## src/rtl/debounce_pkg.sv

```systemverilog
// debounce_pkg
// Shared defaults and helpers for the button debouncer family.
// Optional feature macro: DEBOUNCE_REPEAT_EN (auto-repeat press strobes).
// No ports; imported by debounce_chan and multi_debounce.
package debounce_pkg;

    localparam int unsigned DEB_ON_COUNT     = 4;
    localparam int unsigned DEB_OFF_COUNT    = 4;
    localparam int unsigned DEB_SYNC_STAGES  = 2;
    localparam int unsigned DEB_REPEAT_DELAY = 16;
    localparam int unsigned DEB_REPEAT_RATE  = 4;

    // Bits needed to hold values 0..max_val.
    function automatic int unsigned cnt_width(input int unsigned max_val);
        return (max_val == 0) ? 1 : $clog2(max_val + 1);
    endfunction

endpackage

```

## src/rtl/debounce_chan.sv

```systemverilog
// debounce_chan
// One debounce channel: input synchroniser, sample counter with separate
// assert/release thresholds, registered level and one-cycle strobes.
// With DEBOUNCE_REPEAT_EN defined, press also auto-repeats while held.
// Ports:
//   clk     in   system clock
//   rst     in   asynchronous active-high reset
//   pulse   in   sample tick, one clk wide
//   button  in   raw asynchronous button level
//   yes     out  debounced level (registered)
//   press   out  one-cycle strobe on assertion (and auto-repeat)
//   unpress out  one-cycle strobe on deassertion
module debounce_chan
    import debounce_pkg::*;
#(
    parameter int unsigned ON_COUNT     = DEB_ON_COUNT,
    parameter int unsigned OFF_COUNT    = DEB_OFF_COUNT,
    parameter int unsigned CNT_W        = 3,
`ifdef DEBOUNCE_REPEAT_EN
    parameter int unsigned REPEAT_DELAY = DEB_REPEAT_DELAY,
    parameter int unsigned REPEAT_RATE  = DEB_REPEAT_RATE,
`endif
    parameter int unsigned SYNC_STAGES  = DEB_SYNC_STAGES
) (
    input  logic clk,
    input  logic rst,
    input  logic pulse,
    input  logic button,
    output logic yes,
    output logic press,
    output logic unpress
);

    localparam logic [CNT_W:0] ON_TH  = (CNT_W + 1)'(ON_COUNT);
    localparam logic [CNT_W:0] OFF_TH = (CNT_W + 1)'(OFF_COUNT);

    logic [SYNC_STAGES-1:0] sync;
    logic                   s;
    logic [CNT_W-1:0]       cnt;
    logic [CNT_W:0]         cnt_inc;
    logic                   toggle;
    logic                   rpt_fire;

    always_ff @(posedge clk or posedge rst) begin
        if (rst) begin
            sync <= '0;
        end else begin
            sync[0] <= button;
            for (int i = 1; i < int'(SYNC_STAGES); i++) begin
                sync[i] <= sync[i-1];
            end
        end
    end

    assign s       = sync[SYNC_STAGES-1];
    assign cnt_inc = {1'b0, cnt} + (CNT_W + 1)'(1);
    assign toggle  = pulse && (s != yes) && (cnt_inc == (yes ? OFF_TH : ON_TH));

    always_ff @(posedge clk or posedge rst) begin
        if (rst) begin
            cnt     <= '0;
            yes     <= 1'b0;
            press   <= 1'b0;
            unpress <= 1'b0;
        end else begin
            press   <= rpt_fire;
            unpress <= 1'b0;
            if (pulse) begin
                if (s == yes) begin
                    cnt <= '0;
                end else if (toggle) begin
                    cnt     <= '0;
                    yes     <= ~yes;
                    press   <= ~yes;
                    unpress <= yes;
                end else begin
                    cnt <= cnt_inc[CNT_W-1:0];
                end
            end
        end
    end

`ifdef DEBOUNCE_REPEAT_EN
    localparam int unsigned          RPT_W    = cnt_width(REPEAT_DELAY);
    localparam logic [RPT_W:0]       RPT_TH   = (RPT_W + 1)'(REPEAT_DELAY);
    localparam logic [RPT_W-1:0]     RPT_LOAD = RPT_W'(REPEAT_DELAY - REPEAT_RATE);

    logic [RPT_W-1:0] rpt;
    logic [RPT_W:0]   rpt_inc;

    assign rpt_inc  = {1'b0, rpt} + (RPT_W + 1)'(1);
    // A deasserting tick never repeats, so unpress and press cannot coincide.
    assign rpt_fire = pulse && yes && !toggle && (rpt_inc == RPT_TH);

    always_ff @(posedge clk or posedge rst) begin
        if (rst) begin
            rpt <= '0;
        end else if (!yes || toggle) begin
            rpt <= '0;
        end else if (pulse) begin
            // Reload so the next fire comes REPEAT_RATE pulses later.
            rpt <= rpt_fire ? RPT_LOAD : rpt_inc[RPT_W-1:0];
        end
    end
`else
    assign rpt_fire = 1'b0;
`endif

endmodule

```

## src/rtl/multi_debounce.sv

```systemverilog
// multi_debounce
// N-channel button debouncer: one debounce_chan per button bit, shared
// sample tick. Holds elaboration-time parameter checks.
// Optional feature macro: DEBOUNCE_REPEAT_EN (auto-repeat press strobes).
// Ports:
//   clk     in   system clock
//   rst     in   asynchronous active-high reset
//   pulse   in   sample tick, one clk wide
//   button  in   [CHANNELS] raw button levels
//   yes     out  [CHANNELS] debounced levels
//   press   out  [CHANNELS] assertion (and repeat) strobes
//   unpress out  [CHANNELS] deassertion strobes
module multi_debounce
    import debounce_pkg::*;
#(
    parameter int unsigned CHANNELS     = 2,
    parameter int unsigned ON_COUNT     = DEB_ON_COUNT,
    parameter int unsigned OFF_COUNT    = DEB_OFF_COUNT,
    parameter int unsigned CNT_W        = 3,
    parameter int unsigned SYNC_STAGES  = DEB_SYNC_STAGES,
    parameter int unsigned REPEAT_DELAY = DEB_REPEAT_DELAY,
    parameter int unsigned REPEAT_RATE  = DEB_REPEAT_RATE
) (
    input  logic                clk,
    input  logic                rst,
    input  logic                pulse,
    input  logic [CHANNELS-1:0] button,
    output logic [CHANNELS-1:0] yes,
    output logic [CHANNELS-1:0] press,
    output logic [CHANNELS-1:0] unpress
);

    localparam int unsigned MAX_COUNT = (ON_COUNT > OFF_COUNT) ? ON_COUNT : OFF_COUNT;

    if (CHANNELS < 1) begin : g_bad_channels
        $error("multi_debounce: CHANNELS must be >= 1");
    end
    if (ON_COUNT < 1 || OFF_COUNT < 1) begin : g_bad_counts
        $error("multi_debounce: ON_COUNT and OFF_COUNT must be >= 1");
    end
    if (CNT_W < cnt_width(MAX_COUNT)) begin : g_bad_cnt_w
        $error("multi_debounce: CNT_W too narrow for max(ON_COUNT, OFF_COUNT)");
    end
    if (SYNC_STAGES < 1) begin : g_bad_sync
        $error("multi_debounce: SYNC_STAGES must be >= 1");
    end
    if (REPEAT_RATE < 1 || REPEAT_RATE > REPEAT_DELAY) begin : g_bad_repeat
        $error("multi_debounce: REPEAT_RATE must be in 1..REPEAT_DELAY");
    end

    for (genvar i = 0; i < int'(CHANNELS); i++) begin : g_chan
        debounce_chan #(
            .ON_COUNT     (ON_COUNT),
            .OFF_COUNT    (OFF_COUNT),
            .CNT_W        (CNT_W),
`ifdef DEBOUNCE_REPEAT_EN
            .REPEAT_DELAY (REPEAT_DELAY),
            .REPEAT_RATE  (REPEAT_RATE),
`endif
            .SYNC_STAGES  (SYNC_STAGES)
        ) u_chan (
            .clk     (clk),
            .rst     (rst),
            .pulse   (pulse),
            .button  (button[i]),
            .yes     (yes[i]),
            .press   (press[i]),
            .unpress (unpress[i])
        );
    end

endmodule

```

## config.mk

```make
export PLATFORM = sky130hd
export DESIGN_NAME = multi_debounce
export DESIGN_NICKNAME = d
export VERILOG_FILES = /design/src/rtl/debounce_pkg.sv /design/src/rtl/debounce_chan.sv /design/src/rtl/multi_debounce.sv
export SDC_FILE = /design/constraint.sdc
export NUM_CORES = 1
export LEC_CHECK = 0
export ABC_AREA = 1
export BUFFER_PORTS_ARGS = -buffer_cell sky130_fd_sc_hd__buf_2
export CAP_MARGIN = 20
export CORE_MARGIN = 1.5
export CORE_UTILIZATION = 52
export DETAILED_ROUTE_END_ITERATION = 16
export MAX_ROUTING_LAYER = met4
export PLACE_DENSITY_LB_ADDON = 0.2
export SYNTH_ARGS = -nofsm -noshare
export SYNTH_HDL_FRONTEND = slang
export SYNTH_SLANG_ARGS = --single-unit
```

## constraint.sdc

```tcl
create_clock -name clk -period 1.3 [get_ports clk]
set_input_delay 0.26 -clock clk [delete_from_list [all_inputs] [get_ports clk]]
set_output_delay 0.26 -clock clk [all_outputs]
set_load 0.005 [all_outputs]
```

* Yosys cells after proc, flatten, opt, wreduce, memory -nomap -nowiden
Cells that the tools add are included.
** Storage, ports and cells
- Input bits :: 5
- Word-level logic and storage cells :: 44
- Register bits after elaboration :: 16
- Output and inout port bits :: 6
** Operators by class
- Bitwise gates (word level) :: 4
- Mux-type cells :: 16
- Reductions and logical operators :: 6
- $add $sub $neg :: 2
- Eq/ne operators :: 6
** Operators by type and width (number)
- 2-to-1 mux 1 bit :: 12
- 2-to-1 mux 3 bit :: 4
- adder 3 x 1 -> 4 bit, second input constant :: 2
- equality test 4 x 3 -> 1 bit, second input constant :: 2
- AND reduction 3 bit :: 2
- logical AND 1 bit :: 4
- inverter 1 bit :: 4
- equality test 1 bit :: 2
- inequality test 1 bit :: 2

* Longest topological paths before layout
Gate-level depths: netlist of the first run.
- Depth after elaboration :: 6
- Mapped depth :: 6
- Gate-level depth less buffers :: 6

* By module
Synthesis of the first run repeated with hierarchy kept, for this count alone.
** Unflattened totals
- Cells, all modules :: 72
- Area total of the unflattened synthesis :: 673.1 um2
** Modules (own cells, without submodules)
- debounce_chan :: area an instance 336.6 um2, cells each 36, sequential area each 200.2 um2, instances 2

* Least setup slack after synthesis of the first run
OpenSTA, ideal clock, no wires.
- Kind :: reg-to-reg
- Start :: register g_chan[1].u_chan.cnt[0]
- End :: register g_chan[1].u_chan.yes
- Buffers on the path :: 0
- Cell stages (with the launch flop) :: 7
- Slack :: 264 ps
- Period minus slack after synthesis :: 1036 ps
- Setup time :: 120 ps
- Arrival time :: 916 ps
- Required time :: 1180 ps
- Cell sequence :: dfrtp_1 ha_1 inv_1 nor2_4 nand2_1 o21ai_1 nand2_1
** Between the ends
- Cells in the longest elaborated chain, start to end :: 4
** RTL lines
- start: declaration :: line debounce_chan.sv:39 : logic [CNT_W-1:0] cnt;
- start signal: assignment :: line debounce_chan.sv:77 : cnt <= cnt_inc[CNT_W-1:0];
- adder 3 x 1 -> 4 bit :: line debounce_chan.sv:56 : assign cnt_inc = {1'b0, cnt} + (CNT_W + 1)'(1);
- equality test 4 x 3 -> 1 bit :: line debounce_chan.sv:57 : assign toggle = pulse && (s != yes) && (cnt_inc == (yes ? OFF_TH : ON_TH));
- logical AND 1 bit :: line debounce_chan.sv:57
- AND reduction 3 bit (no line)
- end signal: assignment :: line debounce_chan.sv:73 : yes <= ~yes;
- end: declaration :: line debounce_chan.sv:29 : output logic yes,
Every way passes these cells.
A chain may end at the register's enable or synchronous reset.

* Worst setup path after layout of the first run
- Start :: register g_chan[0].u_chan.yes
- End :: output port yes[0]
** RTL lines
- start: declaration :: line debounce_chan.sv:29
- start signal: assignment :: line debounce_chan.sv:73
- end: declaration :: line multi_debounce.sv:28 : output logic [CHANNELS-1:0] yes,
No word-level cell between the ends.

==> summary.txt, run 1 <==
Status: finished, final reports clean
Yosys warning total: 0
IO buf count: 10
WL per Instance: 10.3 um
Vias in the first global route: 361
Final core occ: 60.3%
Worst setup SP type: register
RSZ-0062 raised after global routing: no
Reg2reg end: g_chan[1].u_chan.yes
Crit path max-delay family: flip-flops
Max Fclk: 905 MHz
Hold Path Class: input pin to register
Mapped Nets: 79
Reg2Reg Depth: 6
Full die area: 1610 sq um
Critical path class: register to output pin
Io pins: 11
Mapped Area: 718 sq um
Die W: 40.2 um
1st-iter DRT viols: 9
Finished Layout Cells: 96
Final Max Slew Viols: 0
Area Growth Syn to Fin: 9.23%
Final setup violation count: 0
WL final: 984 um
Via count: 467
Max Clock Skew: 0.00251 ns
Worst VDD drop: 0.955 mV
DRC: 0
Initial antenna violation count: 0
Final worst setup slack: 0.195 ns
Final hold violation count: 0
Clock sinks: 16
Critical hold path startpoint: button[0]
Max-cap viol count: 0
GRT Overall Usage: 15.0%
WHS Endpoint: g_chan[0].u_chan.sync[0]
CP Cell Sequence: buf_2
Synthesized instance count: 72
Worst-path maximum fanout: 5
Commonest non-fill, non-tap cell in the layout: dfrtp_1
Syn Area/Cell: 9.97 sq um
Latest clock arrival within the worst-skew pair: 0.28 ns
Nets: 89
Final antenna-violating net count: 0
Worst reg2reg path startpoint: g_chan[1].u_chan.cnt[0]
FF+latch count, synth: 16
Cts bufs inserted: 3
Final Instance Area: 785 sq um
Crit path DAT: 0.84 ns
Slew at the pin with the worst max-slew slack: 0.209 ns
Routed vias/inst: 4.86
Fin crit period: 1.10 ns
Worst path buffer plus inverter count: 1
Post-placement setup slack: 0.200 ns
Clock transition at path regs: 0.09 ns
Synth cell types: 20
Row count: 13
Static Leakage: 0.443 nW
Critical Path Slowest Stage Cell: dfrtp_1
Global-route wire length before repair: 1420 um
Post-DP HPWL: 750 um
Final period util: 85.0%
Ant diodes: 0
Required time of the critical path: 1.04 ns
Share of cells above drive strength 1: 28.4%
Largest net degree at the start of global routing: 17
Reg2reg setup slack: 0.21 ns
Die height: 40.2 um
CTS max path bufs: 2
Commonest cells after routing, fill and taps aside: 16 x dfrtp_1, 14 x nand2_1, 10 x inv_1, 10 x buf_2, 4 x nand3_1
Post-CTS setup buffers: 0
Inst Count DP: 91
Htree depth: 1
Final TNS setup: 0 ns
CTS root buf: clkbuf_4
Initial core utilization: 55.2%
Post-cts resize count: 0
Max_slew headroom: 86.1%
Congestion Overflow GR: 0
Pre-antenna DRT Iters: 4
Critical Path Max Stage Delay: 0.42 ns
Placer Congestion: 0.675
Hold-critical path depth: 1
CTS tree: done
Sequential fraction of the synthesis area: 55.7%
Core area: 1300 sq um
Placed cell area: 738 sq um
Pwr Density: 1690 nW/um^2
Worst setup EP type: output pin
==> per-layer routing <==
metal,track usage (%),vias to the layer above,part of all wire (%)
met5,-,-,0
met4,5.17,0,0.91
met3,10.0,2,7.3
met2,21.4,14,47
met1,16.7,213,44
li1,-,238,-
==> flip-flops by register name (all words and copies together), names as in the netlist <==
signal / count
g_chan.u_chan.cnt: 6
g_chan.u_chan.press: 2
g_chan.u_chan.sync: 4
g_chan.u_chan.unpress: 2
g_chan.u_chan.yes: 2
==> how the worst max path moves through the flow <==
stage	endpoint	slack, ns	cells past startpoint	startpoint
global route	g_chan[0].u_chan.yes	0.09	6	g_chan[0].u_chan.cnt[0]
global placement	g_chan[1].u_chan.yes	0.24	6	g_chan[1].u_chan.cnt[0]
floorplan	g_chan[1].u_chan.yes	0.26	6	g_chan[1].u_chan.cnt[0]
finish	yes[0]	0.20	1	g_chan[0].u_chan.yes
CTS	yes[0]	0.18	1	g_chan[0].u_chan.yes
detailed placement	g_chan[1].u_chan.yes	0.20	6	g_chan[1].u_chan.cnt[0]
==> where the power goes <==
part,switching (mW),leakage (nW),internal [mW]
Sequential,0.0795,0.208,0.591
Clock,0.143,0.0210,0.170
Combinational,0.199,0.214,0.147
Total,0.421,0.443,0.908
==> Yosys cell counts <==
library cell | count | area [sq um]
nand4_1 | 3 | 18.8
o21ai_1 | 3 | 15.0
inv_1 | 10 | 37.5
nand2_2 | 2 | 12.5
inv_4 | 1 | 6.26
nand3_2 | 1 | 10.0
buf_4 | 6 | 45.0
nand3_1 | 4 | 20.0
a21boi_1 | 1 | 7.51
nor3_1 | 1 | 5.00
a21oi_1 | 1 | 5.00
o21ai_2 | 1 | 8.76
nand2_1 | 14 | 52.6
nor2_4 | 2 | 22.5
ha_1 | 2 | 25.0
o21bai_1 | 1 | 7.51
dfrtp_1 | 16 | 400
buf_6 | 1 | 11.3
nor2_1 | 1 | 3.75
inv_2 | 1 | 3.75
==> cell type report <==
cell class                      instances  area, sq um
Tap cell                               15         18.8
Sequential cell                        16          400
Clock buffer                            4         36.3
Inverter                               12         47.5
Multi-Input combinational cell         37          214
Timing Repair Buffer                   12         67.6
Fill cell                             119          517
==> logic make-up (layout without fill, tap and decap cells) <==
kind of cell / after synthesis / after routing / synth area share (%)
adders and majority gates: 2 / 2 / 3.48
AOI/OAI and AO/OA: 7 / 7 / 6.10
DFF: 16 / 16 / 55.7
and+or+nand+nor: 28 / 28 / 20.2
buffers and inverters: 19 / 28 / 14.5
==> repair_timing <==
item / 4_1_cts / 5_1_grt
endpoints found under the setup margin: 0 / 0
hold buffers: 1 / 0
endpoints found under the hold margin: 16 / 0
==> metrics by stage <==
step | total power [mW] | hold slack (ns)
after CTS | 1.36 | 0.0676
final | 1.33 | 0.0808
after floorplan | 0.974 | 0.174
after global routing | 1.43 | 0.0540
after global placement | 1.01 | 0.269
after detailed placement | 1.03 | 0.280
(Power assumes the default switching activity.)
==> inputs of run 2 (changes only) <==
Clock period 1.3 ns to 1.1 ns, I/O delays scaled along.
==> run 2 against run 1 <==
Clock skew is 0.00075 ns lower; die area is the same; worst setup slack got worse by 0.16 ns; sequential power up 17%; critical path type unchanged; largest cell class unchanged; register-to-register slack worse by 0.17 ns; highest routed layer unchanged; final area grew 1.1%; critical path depth unchanged; wire length is 4.2% higher.
==> summary.txt, run 2 (same netlist as run 1, synthesis figures left out) <==
Ant diodes: 0 (unchanged)
CP Cell Sequence: buf_2
Final period util: 97.2%
Post-DP HPWL: 714 um (-4.8%)
Commonest cells after routing, fill and taps aside: 16 x dfrtp_1, 13 x nand2_1, 10 x buf_2
Clock sinks: 16 (unchanged)
Final antenna-violating net count: 0 (unchanged)
Via count: 462 (-1.1%)
Required time of the critical path: 0.88 ns (-0.16 ns)
Nets: 91 (+2.2%)
Critical path depth in cells: 1 (unchanged)
Worst Setup EP: yes[0]
Final core occ: 61.0% (+0.67 points)
Filler cells: 111 (-6.7%)
Hold Path Class: input pin to register
Worst setup EP type: output pin
IO buf count: 10 (unchanged)
Max reg flops: 6 (unchanged)
WHS: 0.0414 ns (-0.0394 ns)
RSZ-0062 raised after global routing: yes
Area Growth Syn to Fin: 10.5%
Max Clock Skew: 0.00176 ns (-0.000748 ns)
Final Max Slew Viols: 0 (unchanged)
Critical Path Max Stage Delay: 0.43 ns (about the same)
Power Total: 1.54 mW (+16%)
Final setup violation count: 0 (unchanged)
Row count: 13 (unchanged)
Crit path DAT: 0.85 ns (about the same)
CTS max path bufs: 2 (unchanged)
Commonest non-fill, non-tap cell in the layout: dfrtp_1
DRC: 0 (unchanged)
Final hold violation count: 0 (unchanged)
Crit. Startpoint: g_chan[0].u_chan.yes
Largest net degree at the start of global routing: 17 (unchanged)
Core area: 1300 sq um (unchanged)
Finished Layout Cells: 97 (+1.0%)
Largest regs: g_chan.u_chan.cnt (6), g_chan.u_chan.sync (4)
Max-cap viol count: 0 (unchanged)
Inst Count DP: 91 (unchanged)
Placed cell area: 738 sq um (unchanged)
Share of cells above drive strength 1: 34.1% (+5.8 points)
WL per Instance: 10.6 um (+3.1%)
Latest clock arrival within the worst-skew pair: 0.28 ns (about the same)
CTS tree: done
CTS root buf: clkbuf_4
Initial antenna violation count: 0 (unchanged)
Congestion Overflow GR: 0 (unchanged)
Full die area: 1610 sq um (unchanged)
Die W: 40.2 um (unchanged)
Io pins: 11 (unchanged)
Crit path max-delay family: flip-flops
Critical path class: register to output pin
Initial core utilization: 55.2% (unchanged)
Worst reg2reg path startpoint: g_chan[1].u_chan.cnt[1]
Final worst setup slack: 0.0312 ns (-0.164 ns)
Clock transition at path regs: 0.09 ns (about the same)
Global-route wire length before repair: 1520 um (+6.8%)
Reg2reg end: g_chan[1].u_chan.yes
1st-iter DRT viols: 9 (unchanged)
Worst VDD drop: 0.865 mV (-9.4%)
Placer Congestion: 0.679 (+0.61%)
Max_slew headroom: 85.7% (-0.34 points)
Max Fclk: 936 MHz
Pre-antenna DRT Iters: 2 (-2)
Final Instance Area: 793 sq um (+1.1%)
Pwr Density: 1940 nW/um^2 (+14%)
Register with the most flip-flops: g_chan.u_chan.cnt
Worst setup SP type: register
Fin crit period: 1.07 ns
Static Leakage: 0.443 nW (about the same)
Final TNS setup: 0 ns (unchanged)
Reg2reg setup slack: 0.04 ns (-0.17 ns)
Htree depth: 1 (unchanged)
Status: finished, final reports clean
Die height: 40.2 um (unchanged)
Critical Path Slowest Stage Cell: dfrtp_1
Worst path buffer plus inverter count: 1 (unchanged)
Reg2Reg Depth: 6 (unchanged)
Vias in the first global route: 365 (+1.1%)
Post-placement setup slack: -0.0395 ns (-0.239 ns)
Slew at the pin with the worst max-slew slack: 0.214 ns (+0.00516 ns)
WL final: 1030 um (+4.2%)
Worst-path maximum fanout: 5 (unchanged)
Routed vias/inst: 4.76 (-2.1%)
Cts bufs inserted: 3 (unchanged)
GRT Overall Usage: 15.8% (+0.77 points)
-- run 2: cell type report --
cell class                      count  area [sq um]  share of cell area [%]
Multi-Input combinational cell     37           221                    27.9
Tap cell                           15          18.8                    2.37
Sequential cell                    16           400                    50.5
Timing Repair Buffer               14          82.6                    10.4
Clock buffer                        3          22.5                    2.84
Inverter                           12          47.5                    5.99
-- run 2: where the power goes --
part	switching (mW)	internal [mW]	leakage (nW)
sequential	0.0828	0.698	0.208
combinational	0.253	0.209	0.221
clock	0.169	0.127	0.0138
-- run 2: worst min path at each step --
stage	slack [ns]	from	endpoint	cells past startpoint
2_1_floorplan	0.13	rst	g_chan[0].u_chan.cnt[0]	1
3_3_place_gp	0.23	rst	g_chan[1].u_chan.yes	3
3_5_place_dp	0.24	rst	g_chan[1].u_chan.unpress	3
4_1_cts	0.03	button[0]	g_chan[0].u_chan.sync[0]	1
5_1_grt	0.02	button[0]	g_chan[0].u_chan.sync[0]	1
6_report	0.04	button[1]	g_chan[1].u_chan.sync[0]	1
-- run 2: layer usage --
| metal | track usage [%] | vias up | share of wire (%) |
|---|---|---|---|
| met2 | 21.4 | 10 | 43 |
| met1 | 20.1 | 205 | 51 |
| met3 | 5.00 | 2 | 4.7 |
| met4 | 10.3 | 0 | 0.49 |
| li1 | - | 245 | - |
| met5 | - | - | 0 |
-- run 2: timing repair --
action / 4_1_cts / 5_1_grt
resized for setup: 0 / 4
hold buffers: 1 / 0
buffers inserted: 1 / 1
setup endpoints to repair: 1 / 2
pin swaps: 0 / 2
endpoints found under the hold margin: 16 / 0
